[config.mk]
export PLATFORM = sky130hd
export DESIGN_NAME = branch_predictor
export DESIGN_NICKNAME = d
export VERILOG_FILES = /design/src/rtl/branch_predictor.sv
export SDC_FILE = /design/constraint.sdc
export NUM_CORES = 1
export LEC_CHECK = 0
export BUFFER_PORTS_ARGS = -buffer_cell sky130_fd_sc_hd__buf_4
export CORE_ASPECT_RATIO = 0.6
export CORE_UTILIZATION = 46
export DETAILED_ROUTE_END_ITERATION = 7
export PLACE_DENSITY = 0.65
export SETUP_SLACK_MARGIN = 0.15
export SYNTH_ARGS = -nofsm -noshare
export SYNTH_HDL_FRONTEND = slang
export SYNTH_SLANG_ARGS = --single-unit
[constraint.sdc]
create_clock -name clk -period 6.8 [get_ports clk]
set_input_delay 2.04 -clock clk [delete_from_list [all_inputs] [get_ports clk]]
set_output_delay 2.04 -clock clk [all_outputs]
set_load 0.03 [all_outputs]
[src/rtl/branch_predictor.sv]
// Direct-mapped BTB with 2-bit saturating counters: zero-latency ID lookup,
// MEM-stage resolution/update, and branch/mispredict performance counters.
module branch_predictor #(
  parameter int PC_W  = 32,
  parameter int IDX_W = 4,
  parameter int CNT_W = 32
) (
  input  logic             clk,
  input  logic             rst,
  input  logic [PC_W-1:0]  pc_ID,
  input  logic             is_branch_ID,
  input  logic             stall,
  output logic             BP_ID,
  output logic [PC_W-1:0]  pc_BP,
  input  logic             br_valid_MEM,
  input  logic [PC_W-1:0]  pc_MEM,
  input  logic             pred_MEM,
  input  logic             actual_MEM,
  input  logic [PC_W-1:0]  target_MEM,
  output logic             taken_MEM,
  output logic [PC_W-1:0]  next_pc,
  output logic [CNT_W-1:0] br_count,
  output logic [CNT_W-1:0] miss_count
);
  localparam int DEPTH = 1 << IDX_W;
  localparam int TAG_W = PC_W - IDX_W;

  logic [DEPTH-1:0]            valid;
  logic [DEPTH-1:0][TAG_W-1:0] tag;
  logic [DEPTH-1:0][PC_W-1:0]  target;
  logic [DEPTH-1:0][1:0]       ctr;

  logic [IDX_W-1:0] idx_id, idx_mem;
  logic [TAG_W-1:0] tag_id, tag_mem;
  logic             hit_id, hit_mem;
  logic [1:0]       ctr_mem, ctr_nxt;

  assign idx_id  = pc_ID[IDX_W-1:0];
  assign tag_id  = pc_ID[PC_W-1:IDX_W];
  assign idx_mem = pc_MEM[IDX_W-1:0];
  assign tag_mem = pc_MEM[PC_W-1:IDX_W];

  assign hit_id  = valid[idx_id]  && (tag[idx_id]  == tag_id);
  assign hit_mem = valid[idx_mem] && (tag[idx_mem] == tag_mem);
  assign ctr_mem = ctr[idx_mem];

  // A resolving mispredict owns the redirect this cycle, so it masks any ID prediction.
  assign taken_MEM = br_valid_MEM & (pred_MEM != actual_MEM) & ~rst;
  assign BP_ID     = is_branch_ID & hit_id & ctr[idx_id][1] & ~stall & ~taken_MEM & ~rst;
  assign pc_BP     = BP_ID ? target[idx_id] : '0;
  assign next_pc   = actual_MEM ? target_MEM : pc_MEM + PC_W'(1);

  always_comb begin
    ctr_nxt = ctr_mem;
    if (actual_MEM && ctr_mem != 2'b11)      ctr_nxt = ctr_mem + 2'b01;
    else if (!actual_MEM && ctr_mem != 2'b00) ctr_nxt = ctr_mem - 2'b01;
  end

  // Tag and target carry no reset: they are only read once valid is set.
  always_ff @(posedge clk) begin
    if (rst) begin
      valid      <= '0;
      ctr        <= {DEPTH{2'b01}};
      br_count   <= '0;
      miss_count <= '0;
    end else if (br_valid_MEM) begin
      if (hit_mem) begin
        ctr[idx_mem] <= ctr_nxt;
        if (actual_MEM) target[idx_mem] <= target_MEM;
      end else if (actual_MEM) begin
        valid[idx_mem]  <= 1'b1;
        tag[idx_mem]    <= tag_mem;
        target[idx_mem] <= target_MEM;
        ctr[idx_mem]    <= 2'b10;
      end
      br_count   <= br_count + CNT_W'(1);
      miss_count <= miss_count + CNT_W'(taken_MEM);
    end
  end
endmodule

==> results of run 1 <==
## cell usage after synthesis, types with 6 or more instances
cell | number | area, sq um
sky130_fd_sc_hd__a211oi_1 | 18 | 135
sky130_fd_sc_hd__a21oi_1 | 31 | 155
sky130_fd_sc_hd__a221o_1 | 16 | 160
sky130_fd_sc_hd__a22o_1 | 7 | 61.3
sky130_fd_sc_hd__a22oi_1 | 13 | 97.6
sky130_fd_sc_hd__and3_1 | 22 | 138
sky130_fd_sc_hd__and4_1 | 8 | 70.1
sky130_fd_sc_hd__buf_1 | 26 | 97.6
sky130_fd_sc_hd__buf_2 | 38 | 190
sky130_fd_sc_hd__buf_4 | 14 | 105
sky130_fd_sc_hd__buf_6 | 11 | 124
sky130_fd_sc_hd__clkbuf_1 | 75 | 282
sky130_fd_sc_hd__dfxtp_1 | 112 | 2240
sky130_fd_sc_hd__edfxtp_1 | 960 | 28800
sky130_fd_sc_hd__ha_1 | 9 | 113
sky130_fd_sc_hd__inv_1 | 30 | 113
sky130_fd_sc_hd__mux2i_1 | 67 | 671
sky130_fd_sc_hd__mux4_2 | 413 | 9300
sky130_fd_sc_hd__nand2_1 | 118 | 443
sky130_fd_sc_hd__nand3_1 | 43 | 215
sky130_fd_sc_hd__nand4_1 | 22 | 138
sky130_fd_sc_hd__nor2_1 | 114 | 428
sky130_fd_sc_hd__nor2b_1 | 35 | 219
sky130_fd_sc_hd__nor3_1 | 28 | 140
sky130_fd_sc_hd__nor4_1 | 6 | 37.5
sky130_fd_sc_hd__o21ai_0 | 56 | 280
sky130_fd_sc_hd__o22ai_1 | 8 | 50.1
sky130_fd_sc_hd__o32ai_1 | 15 | 131
sky130_fd_sc_hd__or3_1 | 10 | 62.6
sky130_fd_sc_hd__xnor2_1 | 76 | 666
sky130_fd_sc_hd__xor2_1 | 67 | 587
## kinds of logic after synthesis
kind of cell | after synthesis
flops | 1072
mux | 482
simple gates | 428
buf+inv | 195
compound gates | 191
xor+xnor | 143
fa+ha+maj | 9
## power groups by stage
stage          Clock (W)  Sequential (W)  Combinational (W)
5_1_grt          0.00595         0.00723            0.00121
3_5_place_dp           0         0.00737            0.00111
6_report         0.00562         0.00723            0.00115
2_1_floorplan          0         0.00737           0.000638
4_1_cts          0.00570         0.00723            0.00113
3_3_place_gp           0         0.00737            0.00109
## layer usage
| metal | wire (um) | up-vias | track usage [%] | share of wire [%] |
|---|---|---|---|---|
| li1 | - | 11100 | - | - |
| met1 | 58200 | 14600 | 40.7 | 42 |
| met2 | 61000 | 1642 | 38.7 | 44 |
| met3 | 16300 | 203 | 8.50 | 12 |
| met4 | 3300 | 6 | 6.60 | 2.4 |
| met5 | 42 | - | 0 | 0.030 |
## path summary, 6_finish.rpt
kind              from        end  slack [ns]
min          valid[13]  valid[13]        0.49
min reg2reg  valid[13]  valid[13]        0.49
max reg2reg    tag[49]    ctr[15]        2.93
max           pc_ID[0]   pc_BP[1]       -0.37
## cells in the final DEF (no fill, tap or decap), types with 8 or more instances in the layout
| cell type | instances |
|---|---|
| sky130_fd_sc_hd__buf_12 | 42 |
| sky130_fd_sc_hd__buf_4 | 346 |
| sky130_fd_sc_hd__bufinv_16 | 11 |
| sky130_fd_sc_hd__clkinv_2 | 24 |
| sky130_fd_sc_hd__nand2_1 | 118 |
| sky130_fd_sc_hd__a221o_1 | 16 |
| sky130_fd_sc_hd__a21oi_1 | 31 |
| sky130_fd_sc_hd__dfxtp_1 | 112 |
| sky130_fd_sc_hd__mux2i_1 | 67 |
| sky130_fd_sc_hd__mux4_2 | 413 |
| sky130_fd_sc_hd__nor3_2 | 15 |
| sky130_fd_sc_hd__nand4_1 | 22 |
| sky130_fd_sc_hd__clkinv_1 | 21 |
| sky130_fd_sc_hd__or3_1 | 10 |
| sky130_fd_sc_hd__clkbuf_1 | 18 |
| sky130_fd_sc_hd__nor3_1 | 12 |
| sky130_fd_sc_hd__nor2_4 | 17 |
| sky130_fd_sc_hd__inv_1 | 28 |
| sky130_fd_sc_hd__o32ai_1 | 15 |
| sky130_fd_sc_hd__and4_1 | 8 |
| sky130_fd_sc_hd__and3_1 | 21 |
| sky130_fd_sc_hd__o22ai_1 | 8 |
| sky130_fd_sc_hd__o21ai_0 | 47 |
| sky130_fd_sc_hd__xor2_1 | 67 |
| sky130_fd_sc_hd__xnor2_1 | 68 |
| sky130_fd_sc_hd__a22oi_1 | 13 |
| sky130_fd_sc_hd__a211oi_1 | 18 |
| sky130_fd_sc_hd__xnor2_2 | 8 |
| sky130_fd_sc_hd__nor2_1 | 97 |
| sky130_fd_sc_hd__edfxtp_1 | 960 |
| sky130_fd_sc_hd__ha_1 | 9 |
| sky130_fd_sc_hd__clkbuf_16 | 101 |
| sky130_fd_sc_hd__nand3_1 | 41 |
| sky130_fd_sc_hd__buf_6 | 45 |
| sky130_fd_sc_hd__buf_16 | 9 |
| sky130_fd_sc_hd__nor2b_4 | 32 |
## registers in the layout (all words and copies together), names as in the netlist
signal      flops
br_count       32
tag           448
valid          16
ctr            32
target        512
miss_count     32
## cell type report
class                           instances  area (sq um)  area share [%]
Antenna cell                            5          12.5          0.0225
Clock buffer                          119          2570            4.62
Clock inverter                         64           663            1.19
Inverter                               31           120           0.216
Multi-Input combinational cell       1253         15300            27.5
Sequential cell                      1072         31100            55.8
Tap cell                             1334          1670            3.00
Timing Repair Buffer                  447          4290            7.70
## per-stage QoR
stage / cell area (sq um) / util, %
after detailed placement: 51700 / 51.4
after global placement: 51700 / 51.4
after floorplan: 47100 / -
after global routing: 55700 / 55.4
after CTS: 55500 / 55.2
final: 55700 / 55.4
## worst max-delay path: stages
cell                        delay, ns
sky130_fd_sc_hd__clkbuf_16       0.17
sky130_fd_sc_hd__buf_16          0.19
sky130_fd_sc_hd__buf_6           0.15
sky130_fd_sc_hd__mux4_2          0.50
sky130_fd_sc_hd__mux4_2          0.49
sky130_fd_sc_hd__xor2_1          0.17
sky130_fd_sc_hd__nor4_2          0.44
sky130_fd_sc_hd__buf_4           0.19
sky130_fd_sc_hd__nand4_1         0.10
sky130_fd_sc_hd__buf_6           0.19
sky130_fd_sc_hd__buf_16          0.19
sky130_fd_sc_hd__nor2b_4         0.13
sky130_fd_sc_hd__buf_6           0.15
## timing repair
| action | CTS | global route |
|---|---|---|
| gates cloned | 5 | 2 |
| endpoints found under the setup margin | 34 | 34 |
| pin swaps | 6 | 9 |
| gates resized for setup | 67 | 15 |
| buffers inserted | 12 | 10 |
==> summary.txt, run 1 <==
Placed design
  • Worst Setup Slack post-DPL: -0.695 ns
  • Final weighted congestion in routability-driven placement: 0.957
  • Count of buffers inserted at the top-level ports: 232
  • Hpwl dp: 89.0 mm
  • Post-placement cell count: 4,108

GRT
  • Initial antenna violation count: 8
  • Number of global-route vias before repair: 27,600
  • Residual overflow from global routing: 0
  • Pin count of the biggest net entering global routing: 113
  • Global-route wire length before repair: 199 mm
  • Total global routing track utilization: 27.2%

Cells and area
  • Area growth, synth to finish: 19.3%
  • Fraction of layout cells with a size suffix above 1: 36.8%
  • Non-filler instance count after layout: 4,325
  • Final net count: 3,015
  • Fill cell instance count of the final layout: 7,607

Timing
  • Final setup slack of the worst path: -0.366 ns
  • # setup viols final: 33
  • WHS: 0.486 ns
  • Post-Route Setup TNS: -10.74 ns
  • Fin Clk Skew: 0.0308 ns
  • Number of pins exceeding their max-slew limit in the final report: 0
  • Worst max-slew margin expressed relative to the limit: 32.3%
  • Slew at the pin closest to its max-slew limit: 1.01 ns
  • Maximum achievable frequency: 0.140 GHz
  • Hold violation count in the final report: 0
  • Final cycle utilization of the critical path: 105%
  • Setup repair after global routing missed its margin: yes
  • Final min period: 7.17 ns

Pwr
  • Static leakage: 18.3 nW
  • Total power consumption of the routed design: 0.0140 W
  • Net Sw Power: 0.00316 W
  • IR drop worst, VDD: 0.207 mV
  • Portion of total power attributed to sequential cells: 51.6%
  • Switching Fraction: 22.6%
  • Portion of total power attributed to combinational logic: 8.2%
  • Total power per unit cell area: 251 nW/um^2
  • Clock power share: 40.2%
  • Internal power contribution: 0.0108 W

Routing
  • DR pass1 iterations: 7
  • Detailed router's first-iteration violation count: 3,641
  • Via count: 27,600
  • Average wire length per cell after detail routing: 32.1 um
  • Via density per instance: 6.38
  • Post-route ant nets: 0
  • Post-Route WL: 139 mm
  • Remaining design rule violation count: 0

Logic synthesis
  • Dominant combinational cell family by area after synthesis: multiplexers
  • Sequential area share after synthesis: 66.5%
  • Syn. warnings: 0
  • Net count after synthesis: 2,632
  • Post-synthesis instance area: 46,700 sq um
  • Share of flip-flops with an asynchronous set or reset after synthesis: 0%
  • Syn avg cell area: 18.5 sq um
  • Share of cell area taken by muxes after synthesis: 21.4%
  • Gate count of the mapped netlist: 2,520
  • Post-Synth Simple-Gate Area: 4.40%
  • Commonest register cell after synthesis: sky130_fd_sc_hd__edfxtp_1
  • Post-synthesis adder-cell area fraction: 0.241%
  • Post-synth EDFFs: 960
  • Library cells used by synthesis: 58
  • Number of flip-flops and latches in the synthesized netlist: 1,072
  • Post-synthesis compound-gate area fraction: 2.78%
  • Xor and xnor fraction of the mapped netlist area: 2.68%

Floorplan
  • I/O pin count: 233
  • Die area: 103,000 sq um
  • Area of the core region: 101,000 sq um
  • Number of core rows: 90
  • Vertical die dimension: 249 um
  • Horizontal extent of the die: 413 um
  • Initial core utilization: 46.4%

Clock tree
  • Num CTS Buffers: 98
  • CTS sink cnt: 1,072
  • Maximum level of the CTS H-tree: 3
  • Number of hold buffers added after cts: 0
  • Maximum clock path buffer count: 3
  • CTS clk-pin slew, worst paths: 0.06 ns
  • CTS tree: done
  • Clock latency of the later-clocked register in the worst-skew pair: 0.73 ns
  • Buffer cell driving the clock tree root: sky130_fd_sc_hd__clkbuf_16

Outcome
  • Violations in the final reports: setup timing
  • Run status: finished, violations left

Hold path
  • Worst hold path class: flip-flop to flip-flop
  • Hold path depth: 2

Flow run
  • Max Cap Viol: 0

Setup path
  • Startpoint kind of the worst setup timing path: input pin
  • Worst path arrival time: 5.13 ns
  • Critical path required time: 4.76 ns
  • Classification of the worst setup path: input pin to output port
  • FF-to-FF path depth: 10
  • Maximum fanout along the worst path: 12
  • Nature of the critical path endpoint: output port
(Power assumes the default switching activity.)
==> run 2, diff against run 1 <==
- clock period: 6.8 -> 6.24 ns (I/O delays scaled with it)
==> run 2 against run 1 <==
The run still ends with setup timing left. Sequential power is 9.0% higher. Flip-flop and latch count unchanged. Worst setup slack got worse by 0.25 ns. Register-to-register slack got worse by 0.92 ns. Non-clock buffer count fell by 4. Critical path type unchanged. Critical endpoint is now pc_BP[12].
==> summary.txt, run 2 (synthesis gave the netlist of run 1 again) <==
Routing
  • Remaining design rule violation count: 0 (unchanged)
  • Average wire length per cell after detail routing: 31.9 um (-0.56%)
  • Post-Route WL: 138 mm (-0.83%)
  • Detailed router's first-iteration violation count: 4,023 (+10%)
  • Via count: 27,400 (-0.58%)
  • Post-route ant nets: 0 (unchanged)
  • DR pass1 iterations: 5 (-2)
  • Via density per instance: 6.36 (-0.30%)

Timing
  • # setup viols final: 33 (unchanged)
  • Number of pins exceeding their max-slew limit in the final report: 0 (unchanged)
  • Final cycle utilization of the critical path: 110%
  • WHS: 0.480 ns (-0.00512 ns)
  • Worst max-slew margin expressed relative to the limit: 11.7% (-21 points)
  • Fin Clk Skew: 0.0239 ns (-0.00692 ns)
  • Slew at the pin closest to its max-slew limit: 1.32 ns (+0.304 ns)
  • Final min period: 6.86 ns
  • Setup repair after global routing missed its margin: yes
  • Maximum achievable frequency: 0.146 GHz
  • Final setup slack of the worst path: -0.620 ns (-0.253 ns)
  • Hold violation count in the final report: 0 (unchanged)

Setup path
  • Critical path required time: 4.37 ns (-0.39 ns)
  • Maximum fanout along the worst path: 8 (-4)
  • Nature of the critical path endpoint: output port
  • Classification of the worst setup path: input pin to output port
  • FF-to-FF path depth: 11 (+1)
  • Worst path arrival time: 4.99 ns (-0.14 ns)
  • Cells along the critical path: buf_16, buf_16, buf_4, mux4_2, mux4_2, xnor2_2, nand4_1, nor4_2, buf_4, nand4_1, buf_12, buf_12, nor2b_4, buf_6
  • Worst path slowest cell: sky130_fd_sc_hd__mux4_2
  • Delay of the slowest critical-path stage: 0.51 ns (about the same)
  • Startpoint kind of the worst setup timing path: input pin

Cells and area
  • Most frequent cells in the layout: 960 x sky130_fd_sc_hd__edfxtp_1, 413 x sky130_fd_sc_hd__mux4_2, 347 x sky130_fd_sc_hd__buf_4
  • Non-filler instance count after layout: 4,313 (-0.28%)
  • Non-Filler Cell Area, Final: 55,500 sq um (-0.27%)
  • Register with the highest flop count: target
  • Final net count: 3,010 (-0.17%)
  • Flip-flop count of the largest register, all copies and words added: 512 (unchanged)
  • Fraction of layout cells with a size suffix above 1: 36.4% (-0.36 points)
  • Most common cell after layout, fill and taps aside: sky130_fd_sc_hd__edfxtp_1
  • Regs by FF count: target (512), tag (448)
  • Fill cell instance count of the final layout: 7,587 (-0.26%)
  • Area growth, synth to finish: 18.9%

Pwr
  • Static leakage: 18.2 nW (-0.50%)
  • Total power per unit cell area: 274 nW/um^2 (+8.8%)
  • IR drop worst, VDD: 0.235 mV (+13%)

Floorplan
  • Horizontal extent of the die: 413 um (unchanged)
  • I/O pin count: 233 (unchanged)
  • Area of the core region: 101,000 sq um (unchanged)
  • Initial core utilization: 46.4% (unchanged)
  • Die area: 103,000 sq um (unchanged)
  • Vertical die dimension: 249 um (unchanged)
  • Number of core rows: 90 (unchanged)

GRT
  • Number of global-route vias before repair: 27,200 (-1.2%)
  • Total global routing track utilization: 26.8% (-0.33 points)
  • Residual overflow from global routing: 0 (unchanged)
  • Global-route wire length before repair: 197 mm (-1.3%)
  • Initial antenna violation count: 5 (-3)
  • Pin count of the biggest net entering global routing: 101 (-11%)

Outcome
  • Run status: finished, violations left
  • Violations in the final reports: setup timing

Clock tree
  • CTS sink cnt: 1,072 (unchanged)
  • Number of hold buffers added after cts: 0 (unchanged)
  • CTS tree: done
  • Buffer cell driving the clock tree root: sky130_fd_sc_hd__clkbuf_16
  • Clock latency of the later-clocked register in the worst-skew pair: 0.71 ns (-0.02 ns)
  • Maximum level of the CTS H-tree: 3 (unchanged)
  • Maximum clock path buffer count: 3 (unchanged)
  • CTS clk-pin slew, worst paths: 0.07 ns (about the same)
  • Num CTS Buffers: 97 (-1.0%)

Flow run
  • Max Cap Viol: 0 (unchanged)

Placed design
  • Post-DP Area: 51,800 sq um (+0.24%)
  • Final weighted congestion in routability-driven placement: 0.907 (-5.2%)
  • Count of buffers inserted at the top-level ports: 232 (unchanged)
  • Worst Setup Slack post-DPL: -0.777 ns (-0.0816 ns)
  • Hpwl dp: 88.3 mm (-0.79%)
  • Post-placement cell count: 4,110 (+0.049%)

Hold path
  • Hold path depth: 2 (unchanged)
  • Worst hold path class: flip-flop to flip-flop
-- run 2: cell types whose count changed in the layout (fill, tap and decap cells not counted), moves of 3 or more --
cell / delta
sky130_fd_sc_hd__buf_16: -3
sky130_fd_sc_hd__clkbuf_1: +10
sky130_fd_sc_hd__diode_2: -3
sky130_fd_sc_hd__clkinv_1: -5
sky130_fd_sc_hd__clkinv_2: -10
sky130_fd_sc_hd__buf_12: +8
sky130_fd_sc_hd__buf_6: -9
sky130_fd_sc_hd__xnor2_2: +4
sky130_fd_sc_hd__xnor2_1: -4
-- run 2: final cells by class --
class,count,area [sq um],share of cell area (%)
timing repair buffer,443,4250,7.65
inverter,31,120,0.216
tap,1334,1670,3.00
antenna,2,5.00,0.00901
clock buffer,130,2620,4.72
multi-input combinational,1253,15300,27.5
clock inverter,48,526,0.946
sequential,1072,31100,55.9
-- run 2: stage by stage --
| stage | util, % | total power, W | setup TNS, ns |
|---|---|---|---|
| 6_report | 55.2 | 0.0152 | -18.54 |
| 5_1_grt | 55.2 | 0.0156 | -22.93 |
| 4_1_cts | 55.0 | 0.0153 | -15.91 |
| 3_5_place_dp | 51.5 | 0.00924 | -23.06 |
| 3_3_place_gp | 51.5 | 0.00922 | -23.76 |
| 2_1_floorplan | - | 0.00873 | -77.82 |
-- run 2: timing repair --
item                                    4_1_cts  5_1_grt
pin swaps                                     6        3
setup buffers                                 3       17
gates resized for setup                      59        9
gates cloned                                  2        1
endpoints found under the setup margin       33       38
-- run 2: final timing paths --
kind	slack (ns)	start	to
setup / recovery	-0.62	pc_ID[0]	pc_BP[12]
hold / removal	0.48	valid[4]	valid[4]
hold reg to reg	0.48	valid[4]	valid[4]
setup reg to reg	2.01	tag[410]	tag[28]
-- run 2: report_power, final --
group | switching (W) | internal, W | total [W]
logic | 0.000704 | 0.000555 | 0.00126
registers | 0.0000216 | 0.00786 | 0.00788
clock network | 0.00269 | 0.00338 | 0.00607
-- run 2: per-layer routing --
| metal | part of all wire (%) | wire [um] | global-route usage (%) |
|---|---|---|---|
| met5 | 0.020 | 28 | 0 |
| met4 | 2.2 | 3060 | 6.18 |
| met3 | 11 | 15200 | 7.66 |
| met2 | 45 | 62300 | 39.5 |
| met1 | 41 | 57100 | 39.7 |
-- run 2: critical path, delay by kind of cell --
family	cells	cell delay [ns]
buf+inv	7	1.15
xor+xnor	1	0.14
mux	2	1.01
simple gates	4	0.77
